[src/rtl/i2cmb_wb_sequencer.sv]
`timescale 1ns/1ps
// -----------------------------------------------------------------------------
// i2cmb_wb_sequencer
//
// Wishbone master that drives the CSR/DPR/CMDR register port of an iicmb_m_wb
// I2C controller. It turns byte-level transfer requests (slave address,
// direction, length, write-data stream) into the controller command sequence:
// enable, set bus, start, address, write/read bytes, stop. Each controller
// command is written to CMDR, the controller interrupt is awaited, and CMDR is
// read back to obtain the completion status.
//
// Ports
//   clk_i, rst_i          clock, asynchronous active-high reset
//   req_*                 transfer request (valid/ready), addr, rw, len
//   wdata_*               write byte stream (valid/ready)
//   rdata, rdata_valid,   read byte stream, one-cycle pulse per byte,
//   rdata_last            last flag on the final byte
//   done_o, err_code      end-of-transfer pulse and status
//                         (0 ok, 1 NAK, 2 arbitration lost / error, 3 timeout)
//   init_done             controller enabled and bus selected
//   cyc_o, stb_o, we_o,   Wishbone master side
//   adr_o, dat_o, dat_i,
//   ack_i
//   irq_i                 controller interrupt (level)
//
// Handshakes: on req_* and wdata_* a transfer happens on a rising clock edge
// where valid and ready are both high. The producer holds its data stable
// while valid is high until that edge. req_ready is high only in IDLE;
// wdata_ready is a one-cycle pulse during which the byte is captured.
// -----------------------------------------------------------------------------
module i2cmb_wb_sequencer #(
  parameter int WB_ADDR_WIDTH  = 2,
  parameter int WB_DATA_WIDTH  = 8,
  parameter int I2C_ADDR_WIDTH = 7,
  parameter int BUS_ID         = 5,
  parameter int IRQ_TIMEOUT    = 65535
) (
  input  logic                      clk_i,
  input  logic                      rst_i,
  // transfer request
  input  logic                      req_valid,
  output logic                      req_ready,
  input  logic [I2C_ADDR_WIDTH-1:0] req_addr,
  input  logic                      req_rw,
  input  logic [7:0]                req_len,
  // write data stream
  input  logic                      wdata_valid,
  output logic                      wdata_ready,
  input  logic [WB_DATA_WIDTH-1:0]  wdata,
  // read data stream
  output logic                      rdata_valid,
  output logic [WB_DATA_WIDTH-1:0]  rdata,
  output logic                      rdata_last,
  // status
  output logic                      done_o,
  output logic [1:0]                err_code,
  output logic                      init_done,
  // Wishbone master
  output logic                      cyc_o,
  output logic                      stb_o,
  output logic                      we_o,
  output logic [WB_ADDR_WIDTH-1:0]  adr_o,
  output logic [WB_DATA_WIDTH-1:0]  dat_o,
  input  logic [WB_DATA_WIDTH-1:0]  dat_i,
  input  logic                      ack_i,
  input  logic                      irq_i
);

  // Controller register map
  localparam logic [WB_ADDR_WIDTH-1:0] ADR_CSR  = WB_ADDR_WIDTH'(0);
  localparam logic [WB_ADDR_WIDTH-1:0] ADR_DPR  = WB_ADDR_WIDTH'(1);
  localparam logic [WB_ADDR_WIDTH-1:0] ADR_CMDR = WB_ADDR_WIDTH'(2);

  // Controller commands
  localparam logic [7:0] CMD_WRITE   = 8'h01;
  localparam logic [7:0] CMD_RD_ACK  = 8'h02;
  localparam logic [7:0] CMD_RD_NAK  = 8'h03;
  localparam logic [7:0] CMD_START   = 8'h04;
  localparam logic [7:0] CMD_STOP    = 8'h05;
  localparam logic [7:0] CMD_SET_BUS = 8'h06;

  // CSR enable: core enable + interrupt enable
  localparam logic [7:0] CSR_ENABLE = 8'hC0;

  localparam logic [15:0] TMO_LAST = 16'(IRQ_TIMEOUT - 1);

  typedef enum logic [3:0] {
    S_INIT_CSR,   // write CSR enable
    S_INIT_DPR,   // write bus id to DPR
    S_INIT_WAIT,  // back-off before retrying a failed init
    S_IDLE,       // accepting requests
    S_ADDR_DPR,   // write {addr,rw} to DPR
    S_WR_WAIT,    // fetch next write byte from the stream
    S_WR_DPR,     // write data byte to DPR
    S_RD_DPR,     // read received byte from DPR
    S_CMD_WR,     // command primitive: write CMDR
    S_CMD_IRQ,    // command primitive: wait for irq_i
    S_CMD_RD,     // command primitive: read CMDR status
    S_DONE        // end-of-transfer pulse
  } state_t;

  // Which phase issued the command currently in the CMD primitive; decides
  // where the status read-back leads.
  typedef enum logic [2:0] {
    C_INIT,
    C_START,
    C_ADDR,
    C_WR,
    C_RD,
    C_STOP
  } ctx_t;

  state_t                      state;
  ctx_t                        ctx;
  logic [7:0]                  cmd_q;
  logic [I2C_ADDR_WIDTH-1:0]   addr_q;
  logic                        rw_q;
  logic [7:0]                  len_q;
  logic [7:0]                  byte_cnt;
  logic [15:0]                 tmo_cnt;
  logic [3:0]                  idle_cnt;
  logic [WB_DATA_WIDTH-1:0]    wbyte_q;
  logic [1:0]                  xfer_err;
  logic                        to_init;

  // Bus access wanted by the current state
  logic                        acc_req;
  logic                        acc_we;
  logic [WB_ADDR_WIDTH-1:0]    acc_adr;
  logic [WB_DATA_WIDTH-1:0]    acc_dat;
  logic                        wb_done;
  logic [1:0]                  st_code;
  logic                        is_last;
  logic                        next_is_last;

  always_comb begin
    acc_req = 1'b0;
    acc_we  = 1'b0;
    acc_adr = ADR_CSR;
    acc_dat = '0;
    case (state)
      S_INIT_CSR: begin
        acc_req = 1'b1; acc_we = 1'b1; acc_adr = ADR_CSR;
        acc_dat = WB_DATA_WIDTH'(CSR_ENABLE);
      end
      S_INIT_DPR: begin
        acc_req = 1'b1; acc_we = 1'b1; acc_adr = ADR_DPR;
        acc_dat = WB_DATA_WIDTH'(BUS_ID);
      end
      S_ADDR_DPR: begin
        acc_req = 1'b1; acc_we = 1'b1; acc_adr = ADR_DPR;
        acc_dat = WB_DATA_WIDTH'({addr_q, rw_q});
      end
      S_WR_DPR: begin
        acc_req = 1'b1; acc_we = 1'b1; acc_adr = ADR_DPR;
        acc_dat = wbyte_q;
      end
      S_RD_DPR: begin
        acc_req = 1'b1; acc_we = 1'b0; acc_adr = ADR_DPR;
      end
      S_CMD_WR: begin
        acc_req = 1'b1; acc_we = 1'b1; acc_adr = ADR_CMDR;
        acc_dat = WB_DATA_WIDTH'(cmd_q);
      end
      S_CMD_RD: begin
        acc_req = 1'b1; acc_we = 1'b0; acc_adr = ADR_CMDR;
      end
      default: ;
    endcase
  end

  assign wb_done = cyc_o & ack_i;

  // Status priority: DON, then NAK, then AL/ERR. A status with no completion
  // bit set at all is treated as an error as well.
  always_comb begin
    if (dat_i[7])      st_code = 2'd0;
    else if (dat_i[6]) st_code = 2'd1;
    else               st_code = 2'd2;
  end

  // byte_cnt is the index of the byte being handled; 9-bit compare so that
  // len = 255 cannot wrap.
  assign is_last      = ({1'b0, byte_cnt} + 9'd1) == {1'b0, len_q};
  assign next_is_last = ({1'b0, byte_cnt} + 9'd2) == {1'b0, len_q};

  always_ff @(posedge clk_i or posedge rst_i) begin
    if (rst_i) begin
      state       <= S_INIT_CSR;
      ctx         <= C_INIT;
      cmd_q       <= '0;
      addr_q      <= '0;
      rw_q        <= 1'b0;
      len_q       <= '0;
      byte_cnt    <= '0;
      tmo_cnt     <= '0;
      idle_cnt    <= '0;
      wbyte_q     <= '0;
      xfer_err    <= '0;
      to_init     <= 1'b0;
      req_ready   <= 1'b0;
      wdata_ready <= 1'b0;
      rdata_valid <= 1'b0;
      rdata       <= '0;
      rdata_last  <= 1'b0;
      done_o      <= 1'b0;
      err_code    <= '0;
      init_done   <= 1'b0;
      cyc_o       <= 1'b0;
      stb_o       <= 1'b0;
      we_o        <= 1'b0;
      adr_o       <= '0;
      dat_o       <= '0;
    end else begin
      done_o      <= 1'b0;
      rdata_valid <= 1'b0;
      rdata_last  <= 1'b0;
      wdata_ready <= 1'b0;

      // Bus engine. A cycle is launched only while cyc_o is low, and the state
      // advances on the ack edge, so cyc_o is always low for at least one
      // cycle between two accesses.
      if (acc_req && !cyc_o) begin
        cyc_o <= 1'b1;
        stb_o <= 1'b1;
        we_o  <= acc_we;
        adr_o <= acc_adr;
        dat_o <= acc_dat;
      end else if (wb_done) begin
        cyc_o <= 1'b0;
        stb_o <= 1'b0;
        we_o  <= 1'b0;
      end

      case (state)
        S_INIT_CSR: begin
          if (wb_done) state <= S_INIT_DPR;
        end

        S_INIT_DPR: begin
          if (wb_done) begin
            cmd_q <= CMD_SET_BUS;
            ctx   <= C_INIT;
            state <= S_CMD_WR;
          end
        end

        S_INIT_WAIT: begin
          if (idle_cnt == 4'd15) begin
            idle_cnt <= '0;
            state    <= S_INIT_CSR;
          end else begin
            idle_cnt <= idle_cnt + 4'd1;
          end
        end

        S_IDLE: begin
          if (req_valid && req_ready) begin
            addr_q    <= req_addr;
            rw_q      <= req_rw;
            len_q     <= req_len;
            byte_cnt  <= '0;
            xfer_err  <= '0;
            err_code  <= '0;
            req_ready <= 1'b0;
            cmd_q     <= CMD_START;
            ctx       <= C_START;
            state     <= S_CMD_WR;
          end
        end

        S_ADDR_DPR: begin
          if (wb_done) begin
            cmd_q <= CMD_WRITE;
            ctx   <= C_ADDR;
            state <= S_CMD_WR;
          end
        end

        S_WR_WAIT: begin
          // Raise ready once valid is seen; the byte is taken on the edge that
          // ends the ready cycle. If valid was withdrawn, ask again.
          if (wdata_ready) begin
            if (wdata_valid) begin
              wbyte_q <= wdata;
              state   <= S_WR_DPR;
            end
          end else if (wdata_valid) begin
            wdata_ready <= 1'b1;
          end
        end

        S_WR_DPR: begin
          if (wb_done) begin
            cmd_q <= CMD_WRITE;
            ctx   <= C_WR;
            state <= S_CMD_WR;
          end
        end

        S_RD_DPR: begin
          if (wb_done) begin
            rdata       <= dat_i;
            rdata_valid <= 1'b1;
            rdata_last  <= is_last;
            byte_cnt    <= byte_cnt + 8'd1;
            if (is_last) begin
              cmd_q <= CMD_STOP;
              ctx   <= C_STOP;
            end else begin
              cmd_q <= next_is_last ? CMD_RD_NAK : CMD_RD_ACK;
              ctx   <= C_RD;
            end
            state <= S_CMD_WR;
          end
        end

        S_CMD_WR: begin
          if (wb_done) begin
            tmo_cnt <= '0;
            state   <= S_CMD_IRQ;
          end
        end

        S_CMD_IRQ: begin
          if (irq_i) begin
            state <= S_CMD_RD;
          end else if (tmo_cnt == TMO_LAST) begin
            // The controller is presumed wedged: no STOP, re-enable it.
            tmo_cnt <= '0;
            if (ctx == C_INIT) begin
              idle_cnt <= '0;
              state    <= S_INIT_WAIT;
            end else begin
              err_code <= 2'd3;
              done_o   <= 1'b1;
              to_init  <= 1'b1;
              state    <= S_DONE;
            end
          end else begin
            tmo_cnt <= tmo_cnt + 16'd1;
          end
        end

        S_CMD_RD: begin
          if (wb_done) begin
            case (ctx)
              C_INIT: begin
                if (st_code == 2'd0) begin
                  init_done <= 1'b1;
                  req_ready <= 1'b1;
                  state     <= S_IDLE;
                end else begin
                  idle_cnt <= '0;
                  state    <= S_INIT_WAIT;
                end
              end
              C_START: begin
                if (st_code == 2'd0) begin
                  state <= S_ADDR_DPR;
                end else begin
                  // START never took the bus, so there is nothing to STOP.
                  err_code <= st_code;
                  done_o   <= 1'b1;
                  state    <= S_DONE;
                end
              end
              C_ADDR: begin
                if (st_code != 2'd0) begin
                  xfer_err <= st_code;
                  cmd_q    <= CMD_STOP;
                  ctx      <= C_STOP;
                  state    <= S_CMD_WR;
                end else if (len_q == 8'd0) begin
                  cmd_q <= CMD_STOP;
                  ctx   <= C_STOP;
                  state <= S_CMD_WR;
                end else if (rw_q) begin
                  cmd_q <= (len_q == 8'd1) ? CMD_RD_NAK : CMD_RD_ACK;
                  ctx   <= C_RD;
                  state <= S_CMD_WR;
                end else begin
                  state <= S_WR_WAIT;
                end
              end
              C_WR: begin
                if (st_code != 2'd0) begin
                  xfer_err <= st_code;
                  cmd_q    <= CMD_STOP;
                  ctx      <= C_STOP;
                  state    <= S_CMD_WR;
                end else begin
                  byte_cnt <= byte_cnt + 8'd1;
                  if (is_last) begin
                    cmd_q <= CMD_STOP;
                    ctx   <= C_STOP;
                    state <= S_CMD_WR;
                  end else begin
                    state <= S_WR_WAIT;
                  end
                end
              end
              C_RD: begin
                if (st_code != 2'd0) begin
                  xfer_err <= st_code;
                  cmd_q    <= CMD_STOP;
                  ctx      <= C_STOP;
                  state    <= S_CMD_WR;
                end else begin
                  state <= S_RD_DPR;
                end
              end
              default: begin
                // STOP finished: report the first error seen in the transfer,
                // otherwise the status of the STOP itself.
                err_code <= (xfer_err != 2'd0) ? xfer_err : st_code;
                done_o   <= 1'b1;
                state    <= S_DONE;
              end
            endcase
          end
        end

        S_DONE: begin
          if (to_init) begin
            to_init <= 1'b0;
            state   <= S_INIT_CSR;
          end else begin
            req_ready <= 1'b1;
            state     <= S_IDLE;
          end
        end

        default: state <= S_INIT_CSR;
      endcase
    end
  end

endmodule

[config.mk]
export PLATFORM = sky130hd
export DESIGN_NAME = i2cmb_wb_sequencer
export DESIGN_NICKNAME = d
export VERILOG_FILES = /design/src/rtl/i2cmb_wb_sequencer.sv
export SDC_FILE = /design/constraint.sdc
export NUM_CORES = 1
export LEC_CHECK = 0
export CAP_MARGIN = 25
export CELL_PAD_IN_SITES_DETAIL_PLACEMENT = 1
export CELL_PAD_IN_SITES_GLOBAL_PLACEMENT = 1
export CORE_ASPECT_RATIO = 1.75
export CORE_UTILIZATION = 44
export CTS_BUF_LIST = sky130_fd_sc_hd__clkbuf_8 sky130_fd_sc_hd__clkbuf_16
export DETAILED_ROUTE_END_ITERATION = 8
export PLACE_DENSITY_LB_ADDON = 0.05
export RECOVER_POWER = 25
export SLEW_MARGIN = 20
export SYNTH_ARGS = -nofsm -noshare
export SYNTH_HDL_FRONTEND = slang
export SYNTH_SLANG_ARGS = --single-unit
export TNS_END_PERCENT = 10
[constraint.sdc]
create_clock -name clk_i -period 4.4 [get_ports clk_i]
set_input_delay 1.1 -clock clk_i [delete_from_list [all_inputs] [get_ports clk_i]]
set_output_delay 1.1 -clock clk_i [all_outputs]
set_load 0.02 [all_outputs]
==> flow_metrics.env, run 1 <==
export IMPL_critPathMaxStageDelay_ns=0.54
export IMPL_layout_nets=643
export IMPL_ant_nets=0
export IMPL_post_cts_resized=0
export IMPL_p_total_w=0.00371
export IMPL_power_switching_w=0.00154
export IMPL_leakage_nw=2.70
export IMPL_yosysTopAreaCell="dfrtp_1"
export IMPL_place_congestion=0.841
export IMPL_failed_checks="max-capacitance violations, max-slew violations"
export IMPL_cts_buffers=9
export IMPL_cts_tree="yes"
export IMPL_syn_num_nets=583
export IMPL_maxCapViolCount=1
export IMPL_regToRegSetupSlack_ns=1.36
export IMPL_tightest_slew_ns=2.18
export IMPL_initial_core_util_pct=45.5
export IMPL_holdCritStartpoint="wdata_ready"
export IMPL_synthCells=540
export IMPL_pwr_density_cell_nw_per_um2=587
export IMPL_synth_async_reset_ratio_pct=100
export IMPL_required_ns=4.63
export IMPL_synthFlopType="dfrtp_1"
export IMPL_drtPass1Iterations=4
export IMPL_vias=4427
export IMPL_clock_sinks=93
export IMPL_worstHoldPathCells=1
export IMPL_drive_gt1_share_pct=13.9
export IMPL_design_area_um2=6320
export IMPL_reg2reg_to="err_code[1]"
export IMPL_max_slew_margin_pct=-46.3
export IMPL_clock_fmax_mhz=320
export IMPL_worstSetupStartpointType="primary input"
export IMPL_syn_area_per_cell_um2=9.88
export IMPL_path_max_fanout=10
export IMPL_fin_crit_ns=3.12
export IMPL_placed_cell_area_um2=6030
export IMPL_crit_type="primary input to flip-flop"
export IMPL_area_growth_pct=18.5
export IMPL_arrival_ns=3.35
export IMPL_synth_distinct_cells=82
export IMPL_ys_ff_latch=93
export IMPL_clkPwrFrac_pct=20.9
export IMPL_yosysWarningCount=0
export IMPL_place_ws_ns=0.953
export IMPL_core_um2=11700
export IMPL_wl_mm=15.1
export IMPL_grt_pass1_vias=4955
export IMPL_synth_edf_count=0
export IMPL_finalCritPeriodShare_pct=71.0
export IMPL_finalSetupTns_ns=0
export IMPL_p_seq_share_pct=35.9
export IMPL_num_io_pins=67
export IMPL_final_max_slew_viol_count=48
export IMPL_endpoint_kind="flip-flop"
export IMPL_post_cts_buffers=0
export IMPL_viasPerCell=5.98
export IMPL_die_w_um=85.2
export IMPL_htree_levels=3
export IMPL_die_h_um=148
export IMPL_die_area_um2=12600
export IMPL_comb_power_share_pct=43.2
export IMPL_drt_iter0_drc=247
export IMPL_hold_violations=0
export IMPL_grt_pass1_wl_mm=25.4
export IMPL_grt_max_degree=48
export IMPL_final_util_pct=54.0
export IMPL_port_buffers=66
export IMPL_cts_root_buf="clkbuf_16"
export IMPL_crit_slowest_cell="clkdlybuf4s50_1"
export IMPL_grt_usage_pct=26.1
export IMPL_whs_endpoint="wdata_ready"
export IMPL_path_clk_slew_ns=0.07
export IMPL_clkLatencyLatePin_ns=0.35
export IMPL_antennaDiodeCount=0
export IMPL_finalSetupViolCount=0
export IMPL_path_delay_family="compound AO/OA/AOI/OAI gates"
export IMPL_swShare_pct=41.5
export IMPL_wl_per_cell_um=20.5
export IMPL_cts_hold_buffers=0
export IMPL_hold_class="flip-flop to flip-flop"
export IMPL_hpwl_mm=11.4
export IMPL_grt_setup_unrepaired="no"
export IMPL_fill_cells=1320
export IMPL_synth_area_um2=5330
export IMPL_drc=0
export IMPL_synth_area_top_cells="dfrtp_1 (44%), mux2_2 (7.4%), nor2_1 (3.9%), nand2_1 (3.8%), o21ai_0 (3.8%)"
export IMPL_overflow=0
export IMPL_synth_top_cell_area_share_pct=43.6
export IMPL_worst_path_buf_inv=1
export IMPL_fin_skew_ns=0.00629
export IMPL_worstRegToRegCells=7
export IMPL_antenna_found_initial=0
export IMPL_crit_chain="clkdlybuf4s50_1 -> and2_2 -> nand2_1 -> a22oi_1 -> o211ai_1 -> nand2b_1 -> o41ai_1"
export IMPL_r2r_start="state[1]"
export IMPL_clk_path_buf_depth=2
export IMPL_fin_ws_ns=1.28
export IMPL_run_status="finished, violations left"
export IMPL_ys_seq_area_share_pct=43.6
export IMPL_ir_drop_uv=254
export IMPL_p_int_w=0.00217
export IMPL_rows=52
==> cells by family after synthesis <==
logic type | count (synthesis) | share of synthesized area, %
XOR/XNOR | 24 | 4.20
AO/OA/AOI/OAI | 132 | 16.5
multiplexers | 45 | 9.76
adder cells (fa/ha/maj) | 5 | 1.17
AND/OR/NAND/NOR | 203 | 20.1
flip-flops | 93 | 43.6
buffers and inverters | 38 | 4.60
==> Yosys cell counts, types with 6 or more instances <==
cell type and count:
xnor2_1 9, o31ai_1 6, a21oi_1 24, o21ai_0 40, inv_1 12, nand2b_1 14
nand2_1 54, a31oi_1 9, dfrtp_1 93, mux2_2 35, buf_2 6, nor2_1 56
nand3_1 17, a22o_1 6, xor2_1 14, nor3_1 12, clkbuf_1 8, nor2b_1 6
==> layout make-up <==
cell class	instances	area, um2	share of cell area, %
Clock buffer	9	225	3.56
Clock inverter	7	68.8	1.09
Inverter	12	46.3	0.732
Multi-Input combinational cell	409	2760	43.7
Sequential cell	93	2330	36.8
Tap cell	135	169	2.67
Timing Repair Buffer	75	724	11.5
==> worst max path at each step <==
stage	from	endpoint	slack [ns]	depth (start not counted)
5_1_grt	rst_i	len_q[1]	1.02	3
6_report	ack_i	byte_cnt[7]	1.28	7
4_1_cts	ack_i	byte_cnt[7]	1.29	7
3_5_place_dp	ack_i	byte_cnt[7]	0.95	7
3_3_place_gp	ack_i	byte_cnt[6]	1.03	7
2_1_floorplan	rst_i	addr_q[0]	0.88	1
==> power groups by stage <==
| stage | clock (W) | sequential [W] | combinational [W] |
|---|---|---|---|
| finish | 0.000776 | 0.00133 | 0.00160 |
| global route | 0.000820 | 0.00137 | 0.00176 |
| CTS | 0.000790 | 0.00133 | 0.00161 |
| detailed placement | 0 | 0.00135 | 0.00160 |
| global placement | 0 | 0.00133 | 0.00156 |
| floorplan | 0 | 0.00129 | 0.00116 |
==> layer usage <==
| layer | track usage, % | wire length [um] | up-vias |
|---|---|---|---|
| li1 | - | - | 2076 |
| met1 | 29.0 | 5780 | 2226 |
| met2 | 48.5 | 8370 | 88 |
| met3 | 3.85 | 411 | 37 |
| met4 | 11.4 | 571 | 0 |
| met5 | 0 | 0 | - |
==> placed cells by master, fill, tap and decap left out, drive strengths merged, types with 18 or more instances in the layout <==
cell type and instances:
nor2 56, nand3 18, a21oi 25, o21ai 42, nand2 54, dfrtp 93, mux2 41, clkdlybuf4s50 64
==> stage by stage <==
step / cells / hold WS, ns
after floorplan: 540 / 0.437
after global placement: 724 / 0.440
after detailed placement: 724 / 0.452
after CTS: 740 / 0.457
after global routing: 740 / 0.486
final: 740 / 0.449
==> registers in the layout, indices dropped and copies added (netlist names), 2 cells and up <==
register and count:
addr_q 7, adr_o 2, byte_cnt 8, cmd_q 3
ctx 3, dat_o 8, err_code 2, idle_cnt 4
len_q 8, rdata 8, state 4, tmo_cnt 16
wbyte_q 8, xfer_err 2
==> worst reg2reg max path, cell delays in order, from the launching register on <==
cell	delay [ns]
dfrtp_1	0.68
buf_4	0.34
and2b_1	0.29
nand3b_1	0.43
nand2_1	0.26
nor2_1	0.07
nor4_1	0.47
mux2_2	0.40
No activity file was read; power rests on OpenSTA's default activity.
==> inputs of run 2 (changes only) <==
Settings changed: CORE_UTILIZATION 44 to 39.
Clock period 4.4 ns to 2.55 ns, I/O delays scaled along.
==> run 2 against run 1 <==
Compared with the run above:
- the flow now finishes without violations
- die area rose by 13%
- non-clock buffer count rose by 49
- via count rose by 6.0%
- sequential share of layout area fell by 2.9 points
- sequential power rose by 68%
- first-iteration DRC count fell by 20%
- sequential cell count did not move
- clock power rose by 91%
- routed wire length rose by 8.8%
- hold slack improved by 0.0096 ns
- critical path depth did not move
- core utilization fell by 2.6 points
==> flow_metrics.env, run 2 (synthesized netlist as in run 1, its figures left out) <==
export IMPL_run_status="finished clean"
export IMPL_grt_setup_unrepaired="yes"
export IMPL_hpwl_mm=12.7
export IMPL_grt_max_degree=94
export IMPL_initial_core_util_pct=39.8
export IMPL_area_growth_pct=28.8
export IMPL_place_congestion=0.893
export IMPL_grt_pass1_vias=5126
export IMPL_busiest_layer="met2"
export IMPL_die_area_um2=14200
export IMPL_worst_path_buf_inv=0
export IMPL_drt_iter0_drc=197
export IMPL_wl_mm=16.5
export IMPL_regToRegSetupSlack_ns=0.14
export IMPL_clock_sinks=93
export IMPL_overflow=0
export IMPL_path_delay_family="simple AND/OR/NAND/NOR gates"
export IMPL_r2r_start="byte_cnt[1]"
export IMPL_crit_type="flip-flop to flip-flop"
export IMPL_ant_nets=0
export IMPL_fill_cells=1524
export IMPL_core_um2=13400
export IMPL_grt_usage_pct=24.2
export IMPL_holdCritStartpoint="wdata_ready"
export IMPL_required_ns=2.79
export IMPL_crit_chain="ha_1 -> and3_4 -> a31oi_1 -> nor4_2 -> nand3_2 -> a211o_4 -> mux2_4"
export IMPL_clk_path_buf_depth=2
export IMPL_final_max_slew_viol_count=0
export IMPL_worstHoldPathCells=1
export IMPL_antenna_found_initial=0
export IMPL_drtPass1Iterations=4
export IMPL_final_cell_mix="dfrtp_1 (92), clkdlybuf4s50_1 (65), nor2_1 (56)"
export IMPL_finalCritPeriodShare_pct=94.6
export IMPL_max_slew_margin_pct=9.06
export IMPL_path_max_fanout=6
export IMPL_layout_nets=692
export IMPL_hold_violations=0
export IMPL_hold_class="flip-flop to flip-flop"
export IMPL_cts_hold_buffers=0
export IMPL_cts_root_buf="clkbuf_16"
export IMPL_tightest_slew_ns=1.36
export IMPL_clkLatencyLatePin_ns=0.35
export IMPL_met1_usage_pct=23.5
export IMPL_path_clk_slew_ns=0.07
export IMPL_rows=56
export IMPL_critPathMaxStageDelay_ns=0.43
export IMPL_endpoint_kind="flip-flop"
export IMPL_num_io_pins=67
export IMPL_p_total_w=0.00703
export IMPL_grt_pass1_wl_mm=26.5
export IMPL_fin_crit_ns=2.41
export IMPL_viasPerCell=5.67
export IMPL_fin_skew_ns=0.00890
export IMPL_die_w_um=90.4
export IMPL_cts_tree="yes"
export IMPL_drive_gt1_share_pct=21.3
export IMPL_antennaDiodeCount=0
export IMPL_largest_register_ffs=16
export IMPL_wl_per_cell_um=19.9
export IMPL_maxCapViolCount=0
export IMPL_htree_levels=3
export IMPL_drc=0
export IMPL_finalSetupViolCount=0
export IMPL_crit_path_start="byte_cnt[1]"
export IMPL_regMostFlops="tmo_cnt"
export IMPL_reg2reg_to="ctx[1]"
export IMPL_worstSetupStartpointType="flip-flop"
export IMPL_final_util_pct=51.3
export IMPL_vias=4691
export IMPL_pwr_density_cell_nw_per_um2=1020
export IMPL_die_h_um=157
export IMPL_cts_buffers=9
export IMPL_port_buffers=66
export IMPL_whs_endpoint="wdata_ready"
export IMPL_worstRegToRegCells=7
export IMPL_grt_util_met3_pct=3.16
export IMPL_arrival_ns=2.65
export IMPL_use_met2_pct=47.2
export IMPL_ir_drop_uv=504
export IMPL_leakage_nw=2.99
export IMPL_crit_slowest_cell="dfrtp_2"
export IMPL_layout_commonest_cell="dfrtp_1"
export IMPL_clock_fmax_mhz=415
[run 2: changes by cell type in the layout (fill, tap and decap cells not counted), moves of 2 or more]
| cell | change |
|---|---|
| bufinv_16 | +2 |
| buf_4 | +45 |
| buf_12 | +4 |
| inv_8 | -2 |
[run 2: area by class of cell]
class	count	area, um2	area share, %
clock buffers	9	225	3.28
clock inverters	7	97.6	1.42
inverters	12	48.8	0.710
multi-input cells	409	2810	40.8
flip-flops and latches	93	2330	33.9
well taps	174	218	3.17
repair buffers	124	1150	16.7
[run 2: worst max path at each step]
| stage | to | slack, ns | depth (start not counted) |
|---|---|---|---|
| 3_5_place_dp | state[0] | -0.13 | 7 |
| 3_3_place_gp | cmd_q[1] | -0.04 | 6 |
| 2_1_floorplan | cmd_q[0] | 0.22 | 8 |
| 4_1_cts | ctx[1] | 0.008 | 8 |
| 6_report | ctx[1] | 0.14 | 7 |
| 5_1_grt | ctx[1] | -0.03 | 8 |
[run 2: worst reg2reg max path: stages, from the launching register on]
cell and delay [ns]:
dfrtp_2 0.43, ha_1 0.23, and3_4 0.23, a31oi_1 0.11
nor4_2 0.39, nand3_2 0.17, a211o_4 0.41, mux2_4 0.32
[run 2: power by group]
| part | leakage [nW] | total [W] | internal, W | switching, W |
|---|---|---|---|---|
| clock | 0.158 | 0.00148 | 0.000865 | 0.000613 |
| combinational | 1.60 | 0.00331 | 0.00157 | 0.00174 |
| sequential | 1.23 | 0.00224 | 0.00184 | 0.000400 |
| total | 2.99 | 0.00703 | 0.00427 | 0.00275 |
[run 2: metal layers]
| metal | share of wire [%] | vias up |
|---|---|---|
| met4 | 5.8 | 0 |
| met5 | 0 | - |
| met1 | 35 | 2370 |
| met2 | 57 | 92 |
| li1 | - | 2179 |
| met3 | 1.8 | 50 |
[run 2: timing repair]
item | 4_1_cts | 5_1_grt
setup buffers | 0 | 1
resized for setup | 2 | 7
cloned | 0 | 0
pin swaps | 0 | 1
endpoints found under the setup margin | 6 | 11
[run 2: stage by stage]
| stage | setup WS [ns] | std cells | area, um2 | hold WS (ns) | TNS, ns |
|---|---|---|---|---|---|
| after global routing | -0.0264 | 828 | 6870 | 0.477 | -0.107 |
| after CTS | 0.00775 | 827 | 6840 | 0.460 | 0 |
| after global placement | -0.0370 | 811 | 6500 | 0.437 | -0.193 |
| final | 0.138 | 828 | 6870 | 0.459 | 0 |
| after detailed placement | -0.131 | 811 | 6500 | 0.450 | -0.996 |
| after floorplan | 0.218 | 540 | 5340 | 0.437 | 0 |
==> inputs of run 3 (changes only) <==
Settings changed: CORE_UTILIZATION 39 to 44, SETUP_SLACK_MARGIN from default to 0.2.
Clock period 2.55 ns to 2.4 ns, I/O delays scaled along.
==> run 3 against run 2 <==
Compared with the run above:
- hold slack worse by 0.0020 ns
- global-route usage is 4.7 points higher
- critical path depth increased by 1
- largest cell class unchanged
==> flow_metrics.env, run 3 (synthesized netlist as in run 1, its figures left out) <==
export IMPL_dpl_cell_count=800
export IMPL_place_congestion=0.891
export IMPL_grt_pass1_vias=5288
export IMPL_arrival_ns=2.54
export IMPL_placed_cell_area_um2=6620
export IMPL_hpwl_mm=12.8
export IMPL_worst_path_buf_inv=1
export IMPL_fin_crit_ns=2.30
export IMPL_hold_class="flip-flop to flip-flop"
export IMPL_cts_root_buf="clkbuf_16"
export IMPL_finalCritPeriodShare_pct=95.7
export IMPL_drt_iter0_drc=198
export IMPL_timing_hold_ws_ns=0.457
export IMPL_design_area_um2=7090
export IMPL_cts_buffers=9
export IMPL_maxCapViolCount=0
export IMPL_wl_per_cell_um=20.9
export IMPL_final_cells=821
export IMPL_final_max_slew_viol_count=0
export IMPL_rows=52
export IMPL_die_w_um=85.2
export IMPL_crit_type="flip-flop to flip-flop"
export IMPL_clock_sinks=93
export IMPL_run_status="finished clean"
export IMPL_clock_fmax_mhz=436
export IMPL_leakage_nw=3.14
export IMPL_initial_core_util_pct=45.5
export IMPL_grt_setup_unrepaired="yes"
export IMPL_viasPerCell=5.81
export IMPL_path_delay_family="simple AND/OR/NAND/NOR gates"
export IMPL_core_um2=11700
export IMPL_tightest_slew_ns=1.34
export IMPL_area_growth_pct=33.0
export IMPL_htree_levels=3
export IMPL_grt_max_degree=94
export IMPL_antennaDiodeCount=0
export IMPL_clkLatencyLatePin_ns=0.36
export IMPL_max_slew_margin_pct=11.0
export IMPL_cts_tree="yes"
export IMPL_regMostFlops="tmo_cnt"
export IMPL_endpoint_kind="flip-flop"
export IMPL_drtPass1Iterations=4
export IMPL_pwr_density_cell_nw_per_um2=1060
export IMPL_crit_chain="buf_6 -> ha_4 -> nand4_4 -> or3b_4 -> a21oi_4 -> nand3_2 -> a211o_4 -> mux2_4"
export IMPL_port_buffers=66
export IMPL_overflow=0
export IMPL_ir_drop_uv=520
export IMPL_worstSetupStartpointType="flip-flop"
export IMPL_num_io_pins=67
export IMPL_drc=0
export IMPL_grt_pass1_wl_mm=27.8
export IMPL_path_clk_slew_ns=0.07
export IMPL_layout_nets=724
export IMPL_cts_hold_buffers=0
export IMPL_clk_path_buf_depth=2
export IMPL_die_area_um2=12600
export IMPL_ant_nets=0
export IMPL_final_cell_mix="dfrtp_1 (87), buf_4 (87), clkdlybuf4s50_1 (66)"
export IMPL_die_h_um=148
export IMPL_drive_gt1_share_pct=27.3
export IMPL_crit_slowest_cell="dfrtp_1"
export IMPL_regToRegSetupSlack_ns=0.10
export IMPL_grt_usage_pct=29.0
export IMPL_critPathMaxStageDelay_ns=0.41
export IMPL_wl_mm=17.1
export IMPL_required_ns=2.65
export IMPL_vias=4772
export IMPL_antenna_found_initial=0
export IMPL_finalSetupViolCount=0
export IMPL_largest_register_ffs=16
export IMPL_path_max_fanout=6
export IMPL_fin_skew_ns=0.0130
export IMPL_hold_violations=0
## run 3: path summary, 6_finish.rpt
check | start | endpoint | depth (start not counted)
max | byte_cnt[1] | ctx[0] | 8
min | wdata_ready | wdata_ready | 1
max reg2reg | byte_cnt[1] | ctx[0] | 8
min reg2reg | wdata_ready | wdata_ready | 1
max in group asynchronous | rst_i | byte_cnt[4] | 3
min in group asynchronous | rst_i | ctx[2] | 3
## run 3: repair_timing
action / in CTS / in global routing
pin swaps: 9 / 1
setup buffers: 4 / 1
gates resized for setup: 24 / 7
endpoints found under the setup margin: 17 / 28
endpoints found under the hold margin: 0 / 0
## run 3: area by class of cell
cell class	instances	area, um2
clock buffer	9	225
clock inverter	7	68.8
fill	1295	4620
inverter	12	48.8
multi-input combinational	409	2900
sequential	93	2330
tap	135	169
timing repair buffer	156	1340
## run 3: through the flow
step	utilization [%]	setup WS [ns]	setup TNS [ns]	power, W
detailed placement	56.5	-0.217	-2.47	0.00589
global placement	56.5	-0.132	-1.20	0.00575
finish	60.6	0.104	0	0.00750
CTS	60.5	0.114	0	0.00747
global route	60.6	0.0318	0	0.00790
floorplan	-	0.0685	0	0.00449
## run 3: power breakdown
part | internal, W | total (W) | leakage [nW] | switching [W]
Sequential | 0.00196 | 0.00242 | 1.22 | 0.000462
Combinational | 0.00174 | 0.00365 | 1.78 | 0.00191
Clock | 0.000730 | 0.00143 | 0.143 | 0.000702
## run 3: routing by layer
metal  track usage [%]  share of wire [%]  vias to the layer above
met5                 0                  0                        -
met4              15.3                4.4                        0
met3              4.08                2.0                       40
met2              56.0                 58                       80
met1              29.1                 36                     2413
li1                  -                  -                     2239
